### src/rtl/truth_table_sweeper_if.sv
// Handshake and datapath bundle between the truth-table sweeper and its client.
// The sweeper sits on the slave side; the stimulus/response environment is the master.
interface truth_table_sweeper_if #(
    parameter int SEL_W = 3,
    parameter int IN_W  = 2
);
    localparam int N = 1 << (SEL_W + IN_W);

    logic             start;
    logic             mux_out;
    logic [SEL_W-1:0] sel_out;
    logic [IN_W-1:0]  din_out;
    logic             busy;
    logic             done;
    logic [N-1:0]     result;
    logic             result_valid;

    modport slave (
        input  start,
        input  mux_out,
        output sel_out,
        output din_out,
        output busy,
        output done,
        output result,
        output result_valid
    );

    modport master (
        output start,
        output mux_out,
        input  sel_out,
        input  din_out,
        input  busy,
        input  done,
        input  result,
        input  result_valid
    );
endinterface

### src/rtl/truth_table_sweeper.sv
// Walks every {select, decoder-input} combination, holds each for DWELL cycles,
// and captures the mux response from the last cycle of each dwell into a truth table.
module truth_table_sweeper #(
    parameter int DWELL = 20,
    parameter int SEL_W = 3,
    parameter int IN_W  = 2
) (
    input  logic                  clk,
    input  logic                  reset,
    truth_table_sweeper_if.slave  bus
);
    localparam int IDX_W = SEL_W + IN_W;
    localparam int N     = 1 << IDX_W;
    localparam int CNT_W = (DWELL > 1) ? $clog2(DWELL) : 1;

    typedef enum logic [1:0] {
        IDLE,
        SWEEP,
        DONE
    } state_t;

    state_t           state_q;
    logic [IDX_W-1:0] idx_q;
    logic [CNT_W-1:0] cnt_q;
    logic             busy_q;
    logic             done_q;
    logic [N-1:0]     result_q;
    logic             valid_q;

    // idx returns to 0 at the end of a sweep so the select/input lines idle at 0.
    always_ff @(posedge clk) begin
        if (reset) begin
            state_q  <= IDLE;
            idx_q    <= '0;
            cnt_q    <= '0;
            busy_q   <= 1'b0;
            done_q   <= 1'b0;
            result_q <= '0;
            valid_q  <= 1'b0;
        end else begin
            case (state_q)
                IDLE, DONE: begin
                    done_q <= 1'b0;
                    if (bus.start) begin
                        result_q <= '0;
                        valid_q  <= 1'b0;
                        idx_q    <= '0;
                        cnt_q    <= '0;
                        busy_q   <= 1'b1;
                        state_q  <= SWEEP;
                    end else begin
                        state_q <= IDLE;
                    end
                end
                SWEEP: begin
                    if (cnt_q == CNT_W'(DWELL - 1)) begin
                        result_q[idx_q] <= bus.mux_out;
                        cnt_q           <= '0;
                        if (idx_q == IDX_W'(N - 1)) begin
                            state_q <= DONE;
                            busy_q  <= 1'b0;
                            done_q  <= 1'b1;
                            valid_q <= 1'b1;
                            idx_q   <= '0;
                        end else begin
                            idx_q <= idx_q + 1'b1;
                        end
                    end else begin
                        cnt_q <= cnt_q + 1'b1;
                    end
                end
                default: begin
                    state_q <= IDLE;
                    busy_q  <= 1'b0;
                    done_q  <= 1'b0;
                    idx_q   <= '0;
                    cnt_q   <= '0;
                end
            endcase
        end
    end

    assign bus.sel_out      = idx_q[IDX_W-1:IN_W];
    assign bus.din_out      = idx_q[IN_W-1:0];
    assign bus.busy         = busy_q;
    assign bus.done         = done_q;
    assign bus.result       = result_q;
    assign bus.result_valid = valid_q;
endmodule

### src/flat_wrapper.sv
// flat-port wrapper written by rule: the top's interface ports become plain ports
module truth_table_sweeper_flat 
#(
    parameter int DWELL = 20,
    parameter int SEL_W = 3,
    parameter int IN_W  = 2
)
  (clk, reset, bus_start, bus_mux_out, bus_sel_out, bus_din_out, bus_busy, bus_done, bus_result, bus_result_valid);
  truth_table_sweeper_if #(.SEL_W(SEL_W), .IN_W(IN_W)) bus_i ();
  input  logic clk;
  input  logic reset;
  input wire logic [$bits(bus_i.start)-1:0] bus_start;
  input wire logic [$bits(bus_i.mux_out)-1:0] bus_mux_out;
  output wire logic [$bits(bus_i.sel_out)-1:0] bus_sel_out;
  output wire logic [$bits(bus_i.din_out)-1:0] bus_din_out;
  output wire logic [$bits(bus_i.busy)-1:0] bus_busy;
  output wire logic [$bits(bus_i.done)-1:0] bus_done;
  output wire logic [$bits(bus_i.result)-1:0] bus_result;
  output wire logic [$bits(bus_i.result_valid)-1:0] bus_result_valid;
  assign bus_i.start = bus_start;
  assign bus_i.mux_out = bus_mux_out;
  assign bus_sel_out = bus_i.sel_out;
  assign bus_din_out = bus_i.din_out;
  assign bus_busy = bus_i.busy;
  assign bus_done = bus_i.done;
  assign bus_result = bus_i.result;
  assign bus_result_valid = bus_i.result_valid;
  truth_table_sweeper #(.DWELL(DWELL), .SEL_W(SEL_W), .IN_W(IN_W)) u_core (.clk(clk), .reset(reset), .bus(bus_i));
endmodule
### config.mk
export PLATFORM = sky130hd
export DESIGN_NAME = truth_table_sweeper_flat
export DESIGN_NICKNAME = d
export VERILOG_FILES = /design/src/rtl/truth_table_sweeper_if.sv /design/src/rtl/truth_table_sweeper.sv /design/src/flat_wrapper.sv
export SDC_FILE = /design/constraint.sdc
export NUM_CORES = 1
export LEC_CHECK = 0
export BUFFER_PORTS_ARGS = -buffer_cell sky130_fd_sc_hd__buf_2
export CORE_ASPECT_RATIO = 1.25
export CORE_UTILIZATION = 56
export CTS_BUF_LIST = sky130_fd_sc_hd__clkbuf_16
export CTS_CLUSTER_SIZE = 16
export DETAILED_ROUTE_END_ITERATION = 7
export PLACE_DENSITY_LB_ADDON = 0.05
export SLEW_MARGIN = 10
export SYNTH_ARGS = -nofsm -noshare
export SYNTH_HDL_FRONTEND = slang
export SYNTH_SLANG_ARGS = --single-unit
### constraint.sdc
create_clock -name clk -period 2.15 [get_ports clk]
set_clock_uncertainty 0.15 [all_clocks]
set_input_delay 0.215 -clock clk [delete_from_list [all_inputs] [get_ports clk]]
set_output_delay 0.215 -clock clk [all_outputs]
set_load 0.05 [all_outputs]
# Word level (Yosys, flattened, before mapping)
# Cells that the tools add are included.
totals:
  input_bits: 4
  register_bits: 47
  wordCells: 54
  out_inout_bits: 40
classes:
  mux: 24
  magnitude_cmp: 2
  n_addsub: 2
  reduce_logical: 11
  n_eq_ne: 7
  bitwise: 1
op_table:
  columns: ["cell", "n"]
  rows:
  - ["two-way mux 32 bit", 2]
  - ["case mux 32 bit (2 select lines)", 1]
  - ["bitwise mux 32 bit", 1]
  - ["two-way mux 5 bit", 4]
  - ["case mux 5 bit (2 select lines)", 2]
  - ["adder 5 x 1 -> 5 bit (second input constant)", 2]
  - ["== test 5 bit (second input constant)", 2]
  - ["two-way mux 1 bit", 8]
  - ["< comparator 5 x 6 -> 1 bit (second input constant)", 1]
  - ["AND reduction 2 bit", 3]
  - ["AND reduction 3 bit", 2]
  - ["demux 1 bit (select 5 bit)", 1]
  - [">= comparator 5 x 1 -> 1 bit (second input constant)", 1]
  - ["two-way mux 2 bit", 2]
  - ["!= test 2 x 1 -> 1 bit (second input constant)", 2]
  - ["case mux 1 bit (2 select lines)", 2]
  - ["case mux 2 bit (2 select lines)", 1]
  - ["AND reduction 4 bit", 1]
  - ["OR reduction 2 bit", 2]
  - ["== test 2 x 1 -> 1 bit (second input constant)", 1]
  - ["== test 2 bit (second input constant)", 1]
  - ["logical NOT 2 bit", 1]
  - ["!= test 2 bit (second input constant)", 1]
  - ["nonzero test 2 bit", 1]
  - ["other kinds (2)", 2]

# Logic depth before layout (Yosys ltp)
depth:
  ltp_word: 7
  mapped_depth: 8

# Worst setup path after synthesis
# Ideal clock, no wire load.
synth_timing:
  path_kind: "reg2reg"
  start: "register u_core.idx_q[3]"
  end: "register u_core.valid_q, in the netlist u_core.bus.result_valid"
  path_stages_with_launch: 9
  setup_ps: 59
  setup_slack_ps: -138
  n_path_buf: 2
  arrival_ps: 2079
  period_less_slack_ps: 2288
  cell_sequence: "dfxtp_1 buf_2 clkbuf_1 inv_1 nor2_1 ha_1 inv_1 nor4_2 a31o_2"
synth_via:
  elab_chain_len: 3
synth_lines:
  columns: ["element", "line_no", "rtl"]
  rows:
  - ["start: declaration", "truth_table_sweeper.sv:23", "logic [IDX_W-1:0] idx_q;"]
  - ["start signal: assignment", "truth_table_sweeper.sv:66", "idx_q <= idx_q + 1'b1;"]
  - ["== test 5 bit", "truth_table_sweeper.sv:59", "if (idx_q == IDX_W'(N - 1)) begin"]
  - ["!= test 2 x 1 -> 1 bit (no line)", null, null]
  - ["AND reduction 4 bit (no line)", null, null]
  - ["end signal: assignment", "truth_table_sweeper.sv:39", "valid_q <= 1'b0;"]
  - ["end signal: assignment", "truth_table_sweeper.sv:46", "valid_q <= 1'b0;"]
  - ["end signal: assignment", "truth_table_sweeper.sv:63", "valid_q <= 1'b1;"]
  - ["end: declaration", "truth_table_sweeper.sv:28", "logic valid_q;"]
# Every way passes these cells.
# A chain may end at the register's enable or synchronous reset.

# Final worst setup path
layout_timing:
  start: "register u_core.idx_q[0]"
  end: "register u_core.valid_q, in the netlist u_core.bus.result_valid"
# Same word-level chain as after synthesis.

==> flow_metrics.env <==
export IMPL_die_width_um=63.6
export IMPL_start_kind="register"
export IMPL_cts_tree="yes"
export IMPL_ys_warn_count=0
export IMPL_ys_ff_latch=47
export IMPL_gp_congestion=0.987
export IMPL_postSynthAreaPerCell_um2=8.42
export IMPL_grt_pass1_wl_um=11700
export IMPL_critPathArrivalTime_ps=2060
export IMPL_synthTopCellsByArea="dfxtp_1, nand3_1, o2111ai_1, o211ai_1, o311ai_0"
export IMPL_hold_viol=0
export IMPL_ioPinCount=44
export IMPL_crit_path_top_delay_cell="dfxtp_2"
export IMPL_tightestPinTransition_ps=633
export IMPL_dp_cells=398
export IMPL_cts_inserted_buffers=5
export IMPL_clkSinkCount=47
export IMPL_outcome="finished clean"
export IMPL_fin_area_um2=3090
export IMPL_synth_nets=326
export IMPL_reg2regPathDepth=7
export IMPL_final_instance_count_excl_fill=406
export IMPL_worstSetupPathDepth=7
export IMPL_postPlaceCellArea_um2=2950
export IMPL_viasPerCell=6.57
export IMPL_clkTransAtPathRegs_ps=70
export IMPL_synth_common_cells="dfxtp_1, nand3_1, o2111ai_1"
export IMPL_htree_levels=2
export IMPL_critical_path_required_ps=2230
export IMPL_grt_pass1_vias=2366
export IMPL_cpPeakStageDelay_ps=370
export IMPL_crit_family="simple AND/OR/NAND/NOR gates"
export IMPL_nets=357
export IMPL_comb_power_share_pct=7.4
export IMPL_synth_distinct_cells=46
export IMPL_p_leak_nw=1.20
export IMPL_ys_seq_area_share_pct=35.4
export IMPL_swShare_pct=24.6
export IMPL_timing_rr_start="u_core.idx_q[0]"
export IMPL_min_delay_start="bus_start"
export IMPL_path_class="register to register"
export IMPL_synth_most_common_cell="dfxtp_1"
export IMPL_period_needed_ps=1980
export IMPL_p_per_area_nw_per_um2=572
export IMPL_antenna_cells=0
export IMPL_fillCellCount=371
export IMPL_clock_power_share_pct=42.6
export IMPL_antenna_left=0
export IMPL_crit_chain="ha_1 > nand2_1 > nor2_1 > ha_1 > inv_1 > nor4_2 > a31o_2"
export IMPL_crit_fanout=7
export IMPL_dp_hpwl_um=4890
export IMPL_grt_max_degree=36
export IMPL_crit_path_end_kind="register"
export IMPL_drc_errors=0
export IMPL_postCtsResizedCells=0
export IMPL_fmax_mhz=505
export IMPL_area_growth_pct=16.1
export IMPL_fp_coreArea_um2=4490
export IMPL_dieArea_um2=5030
export IMPL_pwr_share_seq_pct=50.0
export IMPL_wl_um=7140
export IMPL_r2r_end="u_core.bus.result_valid"
export IMPL_cts_root_buf="clkbuf_16"
export IMPL_post_cts_setup_buffer_count=0
export IMPL_async_flop_share_pct=0
export IMPL_setup_viol_count_final=0
export IMPL_startpoint="u_core.idx_q[0]"
export IMPL_layout_drive_gt1_share_pct=20.4
export IMPL_maxSlewHeadroom_pct=57.4
export IMPL_wl_per_cell_um=17.6
export IMPL_drt_pass1_iterations=5
export IMPL_maxCapViolations=0
export IMPL_fin_util_pct=68.8
export IMPL_clock_latency_ps=290
export IMPL_hp_class="input pin to register"
export IMPL_yosysTopAreaCellShare_pct=35.4
export IMPL_rows=27
export IMPL_cp_endpoint="u_core.bus.result_valid"
export IMPL_synth_edf_count=0
export IMPL_power_switching_mw=0.435
export IMPL_num_vias=2669
export IMPL_cts_hold_buf=0
export IMPL_synth_top_area_cell="dfxtp_1"
export IMPL_path_common_cell="ha_1"
export IMPL_reg2reg_slack_ps=170
export IMPL_critPathBufInv=1
export IMPL_track_usage_pct=29.7
export IMPL_antenna_found_initial=0
export IMPL_p_total_mw=1.77
export IMPL_rsz0062_at_grt="false"
export IMPL_start_util_pct=59.2
export IMPL_dieHeight_um=79.1
export IMPL_netlist_instances=316
export IMPL_initialDrtViolationCount=312
export IMPL_vdd_ir_drop_max_mv=0.471
export IMPL_finalSetupTns_ps=0
export IMPL_p_int_mw=1.33
export IMPL_timing_final_crit_share_pct=92.2
export IMPL_placement_io_buffers=43
export IMPL_clk_path_buf_depth=2
export IMPL_maxSlewViolCount=0
export IMPL_syn_area_um2=2660
export IMPL_grt_ovfl_total=0
export IMPL_synthFlopType="dfxtp_1"
[per-stage QoR]
stage	setup WS [ps]	hold WS (ps)
finish	168	115
global route	20.6	138
CTS	189	113
detailed placement	204	293
global placement	311	289
floorplan	64.6	257
[cell families (layout without fill, tap and decap cells)]
kind of cell	after synthesis	in the layout	synth area share [%]
compound gates	86	86	25.2
fa+ha+maj	6	6	2.82
simple gates	118	118	26.5
xor+xnor	2	2	0.659
buf+inv	56	88	9.03
flops	47	47	35.4
mux	1	1	0.376
[final cells by class]
type | count | area (um^2) | share of cell area (%)
flip-flops and latches | 47 | 945 | 30.6
well taps | 58 | 72.6 | 2.35
repair buffers | 59 | 360 | 11.7
multi-input cells | 213 | 1500 | 48.4
clock inverters | 3 | 11.3 | 0.365
inverters | 21 | 78.8 | 2.55
clock buffers | 5 | 125 | 4.05
[power groups by stage]
stage	Combinational [mW]	Sequential [mW]	Clock (mW)
global route	0.139	0.885	0.786
finish	0.131	0.884	0.752
CTS	0.129	0.884	0.756
global placement	0.128	0.903	0
detailed placement	0.129	0.904	0
floorplan	0.0834	0.906	0
[layout by cell type (no fill, tap or decap), types with 2 or more instances in the layout]
| cell type | synthesis | layout |
|---|---|---|
| nor4b_1 | 2 | 2 |
| o211ai_1 | 20 | 20 |
| dfxtp_2 | 0 | 3 |
| nor4bb_1 | 4 | 3 |
| nand4_1 | 8 | 8 |
| o2111ai_1 | 21 | 21 |
| buf_4 | 1 | 14 |
| buf_2 | 14 | 43 |
| inv_1 | 20 | 21 |
| ha_1 | 6 | 6 |
| buf_12 | 0 | 2 |
| dfxtp_1 | 47 | 44 |
| nand2b_1 | 8 | 8 |
| nor2b_1 | 18 | 17 |
| nor3b_1 | 2 | 2 |
| a21oi_1 | 5 | 5 |
| or3_1 | 2 | 2 |
| a22oi_1 | 2 | 2 |
| and4b_1 | 5 | 5 |
| o21ai_0 | 6 | 6 |
| clkbuf_16 | 0 | 5 |
| and2_1 | 2 | 2 |
| clkinv_1 | 1 | 3 |
| o311ai_0 | 13 | 13 |
| nor2_1 | 8 | 8 |
| nand3_1 | 44 | 44 |
| o311ai_1 | 10 | 10 |
| o22ai_1 | 2 | 2 |
| nand2_1 | 9 | 9 |
[worst min path at each step]
stage                                 end  cells past startpoint
final                     u_core.bus.busy                      3
after global routing      u_core.bus.busy                      3
after CTS                 u_core.bus.busy                      3
after detailed placement  u_core.bus.done                      1
after global placement    u_core.bus.done                      1
after floorplan           u_core.bus.busy                      2
[tightest hold or removal path: cells and delay by family]
kind | cells | cell delay, ps
buf+inv | 1 | 120
compound gates | 1 | 70
simple gates | 1 | 90
[flip-flops by register name, summed over array words and instances (netlist names)]
register,count
u_core.bus.result,32
u_core.cnt_q,5
u_core.idx_q,5
u_core.state_q,2
u_core.bus.busy,1
u_core.bus.done,1
u_core.bus.result_valid,1
[layer usage]
metal | global-route usage [%] | vias to the layer above | routed length, um
met5 | 0 | - | 0
met4 | 12.0 | 0 | 123
met2 | 47.0 | 129 | 3360
met3 | 5.17 | 14 | 545
li1 | - | 1276 | -
met1 | 39.7 | 1250 | 3110
Power figures use the tool's default switching activity.
